$ cat src/rtl/spi_master_ctrl.sv
// spi_master_ctrl: one N-bit, MSB-first, SPI mode-0 full-duplex transfer per accepted start.
// Define SPI_INIT_CLOCKS_EN to add the SD power-up dummy-clock sequence after reset release.
module spi_master_ctrl #(
  parameter int N   = 8,
  parameter int DIV = 4
) (
  input  logic         clk,
  input  logic         reset,
  input  logic         start,
  input  logic [N-1:0] data_in,
  input  logic         hold_cs,
  output logic         busy,
  output logic         done,
  output logic [N-1:0] data_out,
  output logic         sclk,
  output logic         mosi,
  input  logic         miso,
  output logic         cs_n
);

  localparam int CW = $clog2(DIV + 1);
  localparam int BW = $clog2(N + 1);

`ifdef SPI_INIT_CLOCKS_EN
  typedef enum logic [2:0] {S_INIT, S_IDLE, S_SETUP, S_HIGH, S_LOW, S_DONE} state_t;
`else
  typedef enum logic [2:0] {S_IDLE, S_SETUP, S_HIGH, S_LOW, S_DONE} state_t;
`endif

  state_t        state_q, state_d;
  logic [CW-1:0] cnt_q, cnt_d;
  logic [BW-1:0] bit_q, bit_d;
  logic [N-1:0]  tx_q, tx_d;
  logic [N-1:0]  rx_q, rx_d;
  logic [N-1:0]  dout_q, dout_d;
  logic          hold_q, hold_d;
  logic          csn_q, csn_d;
  logic          tick;
`ifdef SPI_INIT_CLOCKS_EN
  logic [7:0]    half_q, half_d;
  logic          init_done_q, init_done_d;
`endif

  always_ff @(posedge clk) begin
    if (reset) begin
      state_q     <= S_IDLE;
      cnt_q       <= '0;
      bit_q       <= '0;
      tx_q        <= '1;
      rx_q        <= '0;
      dout_q      <= '0;
      hold_q      <= 1'b0;
      csn_q       <= 1'b1;
`ifdef SPI_INIT_CLOCKS_EN
      half_q      <= '0;
      init_done_q <= 1'b0;
`endif
    end else begin
      state_q     <= state_d;
      cnt_q       <= cnt_d;
      bit_q       <= bit_d;
      tx_q        <= tx_d;
      rx_q        <= rx_d;
      dout_q      <= dout_d;
      hold_q      <= hold_d;
      csn_q       <= csn_d;
`ifdef SPI_INIT_CLOCKS_EN
      half_q      <= half_d;
      init_done_q <= init_done_d;
`endif
    end
  end

  assign tick = (cnt_q == CW'(DIV - 1));

  always_comb begin
    state_d = state_q;
    cnt_d   = cnt_q;
    bit_d   = bit_q;
    tx_d    = tx_q;
    rx_d    = rx_q;
    dout_d  = dout_q;
    hold_d  = hold_q;
    csn_d   = csn_q;
`ifdef SPI_INIT_CLOCKS_EN
    half_d      = half_q;
    init_done_d = init_done_q;
`endif
    unique case (state_q)
`ifdef SPI_INIT_CLOCKS_EN
      // 160 half-periods of DIV cycles; odd half-periods drive sclk high
      S_INIT: begin
        if (tick) begin
          cnt_d = '0;
          if (half_q == 8'd159) begin
            state_d     = S_IDLE;
            init_done_d = 1'b1;
          end else begin
            half_d = half_q + 8'd1;
          end
        end else begin
          cnt_d = cnt_q + 1'b1;
        end
      end
`endif
      S_IDLE: begin
`ifdef SPI_INIT_CLOCKS_EN
        if (!init_done_q) begin
          state_d = S_INIT;
          cnt_d   = '0;
          half_d  = '0;
        end else
`endif
        if (start) begin
          tx_d    = data_in;
          hold_d  = hold_cs;
          csn_d   = 1'b0;
          bit_d   = '0;
          cnt_d   = '0;
          state_d = S_SETUP;
        end
      end
      S_SETUP, S_LOW: begin
        if (tick) begin
          cnt_d   = '0;
          state_d = S_HIGH;
          rx_d    = {rx_q[N-2:0], miso};
          bit_d   = bit_q + 1'b1;
        end else begin
          cnt_d = cnt_q + 1'b1;
        end
      end
      S_HIGH: begin
        if (tick) begin
          cnt_d = '0;
          if (bit_q < BW'(N)) begin
            state_d = S_LOW;
            tx_d    = {tx_q[N-2:0], 1'b1};
          end else begin
            state_d = S_DONE;
            dout_d  = rx_q;
            csn_d   = ~hold_q;
          end
        end else begin
          cnt_d = cnt_q + 1'b1;
        end
      end
      S_DONE:  state_d = S_IDLE;
      default: state_d = S_IDLE;
    endcase
  end

  assign busy     = (state_q != S_IDLE);
  assign done     = (state_q == S_DONE);
  assign data_out = dout_q;
  assign cs_n     = csn_q;
  assign mosi     = (state_q == S_SETUP || state_q == S_HIGH || state_q == S_LOW) ? tx_q[N-1] : 1'b1;
`ifdef SPI_INIT_CLOCKS_EN
  assign sclk     = (state_q == S_HIGH) || (state_q == S_INIT && half_q[0]);
`else
  assign sclk     = (state_q == S_HIGH);
`endif

endmodule

$ cat config.mk
export PLATFORM = sky130hd
export DESIGN_NAME = spi_master_ctrl
export DESIGN_NICKNAME = d
export VERILOG_FILES = /design/src/rtl/spi_master_ctrl.sv
export SDC_FILE = /design/constraint.sdc
export NUM_CORES = 1
export LEC_CHECK = 0
export CORE_ASPECT_RATIO = 1.5
export CORE_MARGIN = 1.5
export CORE_UTILIZATION = 57
export DETAILED_ROUTE_END_ITERATION = 12
export PLACE_DENSITY = 0.89
export SYNTH_ARGS = -nofsm -noshare
export SYNTH_HDL_FRONTEND = slang
export SYNTH_SLANG_ARGS = --single-unit
$ cat constraint.sdc
create_clock -name clk -period 3.9 [get_ports clk]
set_input_delay 0.78 -clock clk [delete_from_list [all_inputs] [get_ports clk]]
set_output_delay 0.78 -clock clk [all_outputs]
set_load 0.02 [all_outputs]
-- Yosys cells after proc, flatten, opt, wreduce, memory -nomap -nowiden
Index checks and enable logic that the tools add are counted.
Widths: inputs -> output; s select.
- register bits: 36
- input port bits: 13
- output and inout port bits: 13
- logic and storage cells: 60
- add/sub/neg operators: 2
- order comparisons: 1
- eq/ne operators: 10
- multiplexer cells: 20
- bitwise operators: 2
- reductions and logical operators: 17
- operator list (kind ; number):
    $mux 8 ; 3
    $mux 3 ; 6
    $pmux 8 s2 ; 1
    $eq 3x2->1 const B ; 3
    $pmux 3 s3 ; 1
    $reduce_and 3->1 ; 3
    $mux 4 ; 2
    $pmux 4 s2 ; 1
    $reduce_and 4->1 ; 2
    $ne 2x2->1 const B ; 3
    $pmux 3 s2 ; 1
    $reduce_and 2->1 ; 3
    $reduce_bool 2->1 ; 3
    $add 4x1->4 const B ; 1
    $lt 4x4->1 const B ; 1
    $mux 1 ; 4
    $ne 2x1->1 const B ; 2
    $add 3x1->3 const B ; 1
    $eq 3x1->1 const B ; 1
    $eq 3x3->1 const B ; 1
    $logic_not 3->1 ; 1
    $reduce_bool 3->1 ; 1
    $reduce_or 3->1 ; 1
    $logic_or 1x1->1 ; 2
    other kinds (3) ; 4

-- Depth between registers and ports, before layout
- depth after elaboration: 4
- depth in mapped cells: 5
- mapped depth without buffers: 4

-- Worst setup path after synthesis
No wires, ideal clock.
- path type: flip-flop to output port
- start point: reg state_q[2]
- end point: out done
- data arrival time: 1120 ps
- required time: 3120 ps
- path slack: 2000 ps
- stages on the path, launching flop included: 4
- buffers on the path: 1
- cells stage by stage: dfxtp_1 -> buf_2 -> inv_1 -> nor3_1
- longest elaborated chain between the ends: 1
- ends and longest elaborated chain (element ; line ; RTL):
    start: declaration ; 30 ; state_t state_q, state_d;
    start signal: assignment ; 59 ; state_q <= state_d;
    $eq 3x3->1 ; 154 ; assign done = (state_q == S_DONE);
    end: declaration ; 13 ; output logic done,
No other way between the ends.

-- Final worst setup path
- start point: reg state_q[1]
- end point: out sclk
- longest elaborated chain between the ends: 1
- ends and longest elaborated chain (element ; line ; RTL):
    $eq 3x2->1 ; 161 ; assign sclk = (state_q == S_HIGH);
    end: declaration ; 15 ; output logic sclk,
No other way between the ends.

==> impl_metrics.yaml <==
run_status:
  status: "complete, no violations"
worst_setup_path:
  crit_type: "flop to output port"
  worstSetupStartpointType: "flop"
  slowest_stage: "dfxtp_1"
  crit_buf_inv: 2
  cp_max_fo: 20
  cp_slowest_stage_delay_ps: 660
  cp_top_family: "buffers and inverters"
  worstSetupEndpointType: "output port"
  worstPathCellList: "or3b_1 -> inv_1 -> clkdlybuf4s50_1"
  required_ps: 3120
  arrival_ps: 2320
routing:
  routed-via-count: 1489
  dr.pass1.iters: 4
  ant_nets: 0
  detail_route.wl_per_cell_um: 15.76
  wl_mm: 3.939
  drt_iter0_markers: 38
  vias_per_cell: 5.956
  drc: 0
timing:
  timing.fmax_ghz: 0.3230
  report.final.slew_viol_count: 0
  period_share_pct: 79.37
  fin_crit_ps: 3096
  skew_ps: 5.321
  hold_violations: 0
  whs_ps: 458.2
  setup_viol: 0
  relSlewSlack_pct: 34.32
  setup_tns_ps: 0
  rsz0062_at_grt: "no"
  tightest_slew_ps: 982.1
clocking:
  htree_levels: 2
  cts_root_buffer: "clkbuf_8"
  clk_latency_ps: 300
  cts_setup_buffers: 0
  cts_tree: "done"
  cts_hold_buf: 0
  postCtsResizedCells: 0
  cts_buffers: 5
  clkTransAtPathRegs_ps: 70
  clock_sinks: 36
  cts_buffer_depth: 2
synthesis:
  synth.area.top_cells: "dfxtp_1 42%, a221oi_2 6.1%, a21oi_1 5.9%"
  yosys_warnings: 0
  async_flop_share_pct: 0
  synth_top_area_share_pct: 42.14
  synth_seq_area_share_pct: 42.14
  yosysTopAreaCell: "dfxtp_1"
  synth_edf_count: 0
  ys.flop_type: "dfxtp_1"
  syn_area_um2: 1710
  syn_inst: 194
  avgSynthCellArea_um2: 8.816
  post_synth_num_cell_types: 40
  ys_top_cells_by_count: "36 x dfxtp_1, 20 x a21oi_1, 19 x nand2_1"
  yosysMostFrequentCell: "dfxtp_1"
  ys_seq_elements: 36
  syn_nets: 209
die:
  io-pin-count: 26
  initial_core_util_pct: 59.33
  dieArea_um2: 3345
  rows: 24
  die_w_um: 47.73
  die_y_um: 70.09
  core_um2: 2883
finish:
  drive_gt1_share_pct: 8.531
  antenna_cells: 0
  instances_no_fill: 250
  syn2layout_area_growth_pct: 18.14
  final_nets: 225
  final_util_pct: 70.10
global_route:
  grt_start_max_net_pins: 25
  gr-total-overflow: 0
  grt_pass1_wl_mm: 6.479
  grt_util_all_layers_pct: 26.44
  grt_pass1_vias: 1468
  antenna_found_initial: 0
power:
  power.density_nw_per_um2: 365.1
  power_leakage_nw: 0.7396
  ir_worst_vdd_mv: 0.3108
run:
  drv_cap: 0
place:
  port_buffers: 25
  routabilityCongestion: 0.7817
  dp.cells: 242
  dp_hpwl_mm: 2.595
hold_path:
  hold_path_class: "flop to flop"
==> where the power goes <==
group	internal (W)	total [W]	switching, W	leakage, nW
sequential	0.000378	0.000387	0.00000868	0.292
combinational	0.0000340	0.0000747	0.0000406	0.396
clock	0.000141	0.000277	0.000136	0.0510
==> kinds of logic after synthesis <==
group	share of synthesized area [%]
AND/OR/NAND/NOR	24.58
buffers and inverters	6.729
multiplexers	5.267
flip-flops	42.14
AO/OA/AOI/OAI	19.83
adder cells (fa/ha/maj)	1.463
==> per-layer routing <==
metal	up-vias	routed length [um]	track usage, %
li1	724	-	-
met1	713	1528	30.08
met2	41	2135	43.85
met3	11	186	6.718
met4	0	89	11.41
met5	-	0	0
==> sequential cells by signal (all words and copies together) (netlist names) <==
| name | flops |
|---|---|
| bit_q | 4 |
| cnt_q | 3 |
| state_q | 3 |
| rx_q | 8 |
| hold_q | 1 |
| cs_n | 1 |
| tx_q | 8 |
| data_out | 8 |
==> tightest hold or removal path, cell delays in order (launching register included) <==
cell and delay [ps]:
dfxtp_1 310, nand2_1 50, a21oi_1 50
==> path summary, 6_finish.rpt <==
check	cells past startpoint	from	end	slack [ps]
hold reg to reg	2	rx_q[7]	rx_q[7]	460
hold / removal	2	rx_q[7]	rx_q[7]	460
setup reg to reg	4	cnt_q[1]	bit_q[3]	1830
setup / recovery	3	state_q[1]	sclk	800
==> per-stage QoR <==
stage | area (um2) | power (W) | worst slack (ps)
3_5_place_dp | 1928 | 0.0004683 | 1150
3_3_place_gp | 1928 | 0.0004644 | 1192
4_1_cts | 2021 | 0.0007403 | 804.6
2_1_floorplan | 1710 | 0.0004444 | 2000
5_1_grt | 2021 | 0.0007596 | 699.8
6_report | 2021 | 0.0007378 | 804.4
==> layout make-up <==
cell class / instances / area (um2)
Multi-Input combinational cell: 135 / 874.6
Fill cell: 245 / 862.1
Sequential cell: 36 / 720.7
Timing Repair Buffer: 27 / 265.3
Clock buffer: 6 / 82.58
Tap cell: 39 / 48.80
Inverter: 5 / 18.77
Clock inverter: 2 / 10.01
==> placed cells by master, fill, tap and decap left out, types with 2 or more instances in the layout <==
master	count
dfxtp_1	36
clkdlybuf4s50_1	25
a21oi_1	20
nand2_1	19
nand3_1	13
nor2_1	10
o21ai_0	9
mux2i_1	9
and2_1	8
a221oi_2	7
clkbuf_8	6
inv_1	5
nor3_1	5
or3_1	3
nor2b_1	3
nand2b_1	3
or4b_1	2
a31oi_1	2
nand3b_1	2
ha_1	2
clkinv_2	2
buf_4	2
No activity file was read; power rests on OpenSTA's default activity.
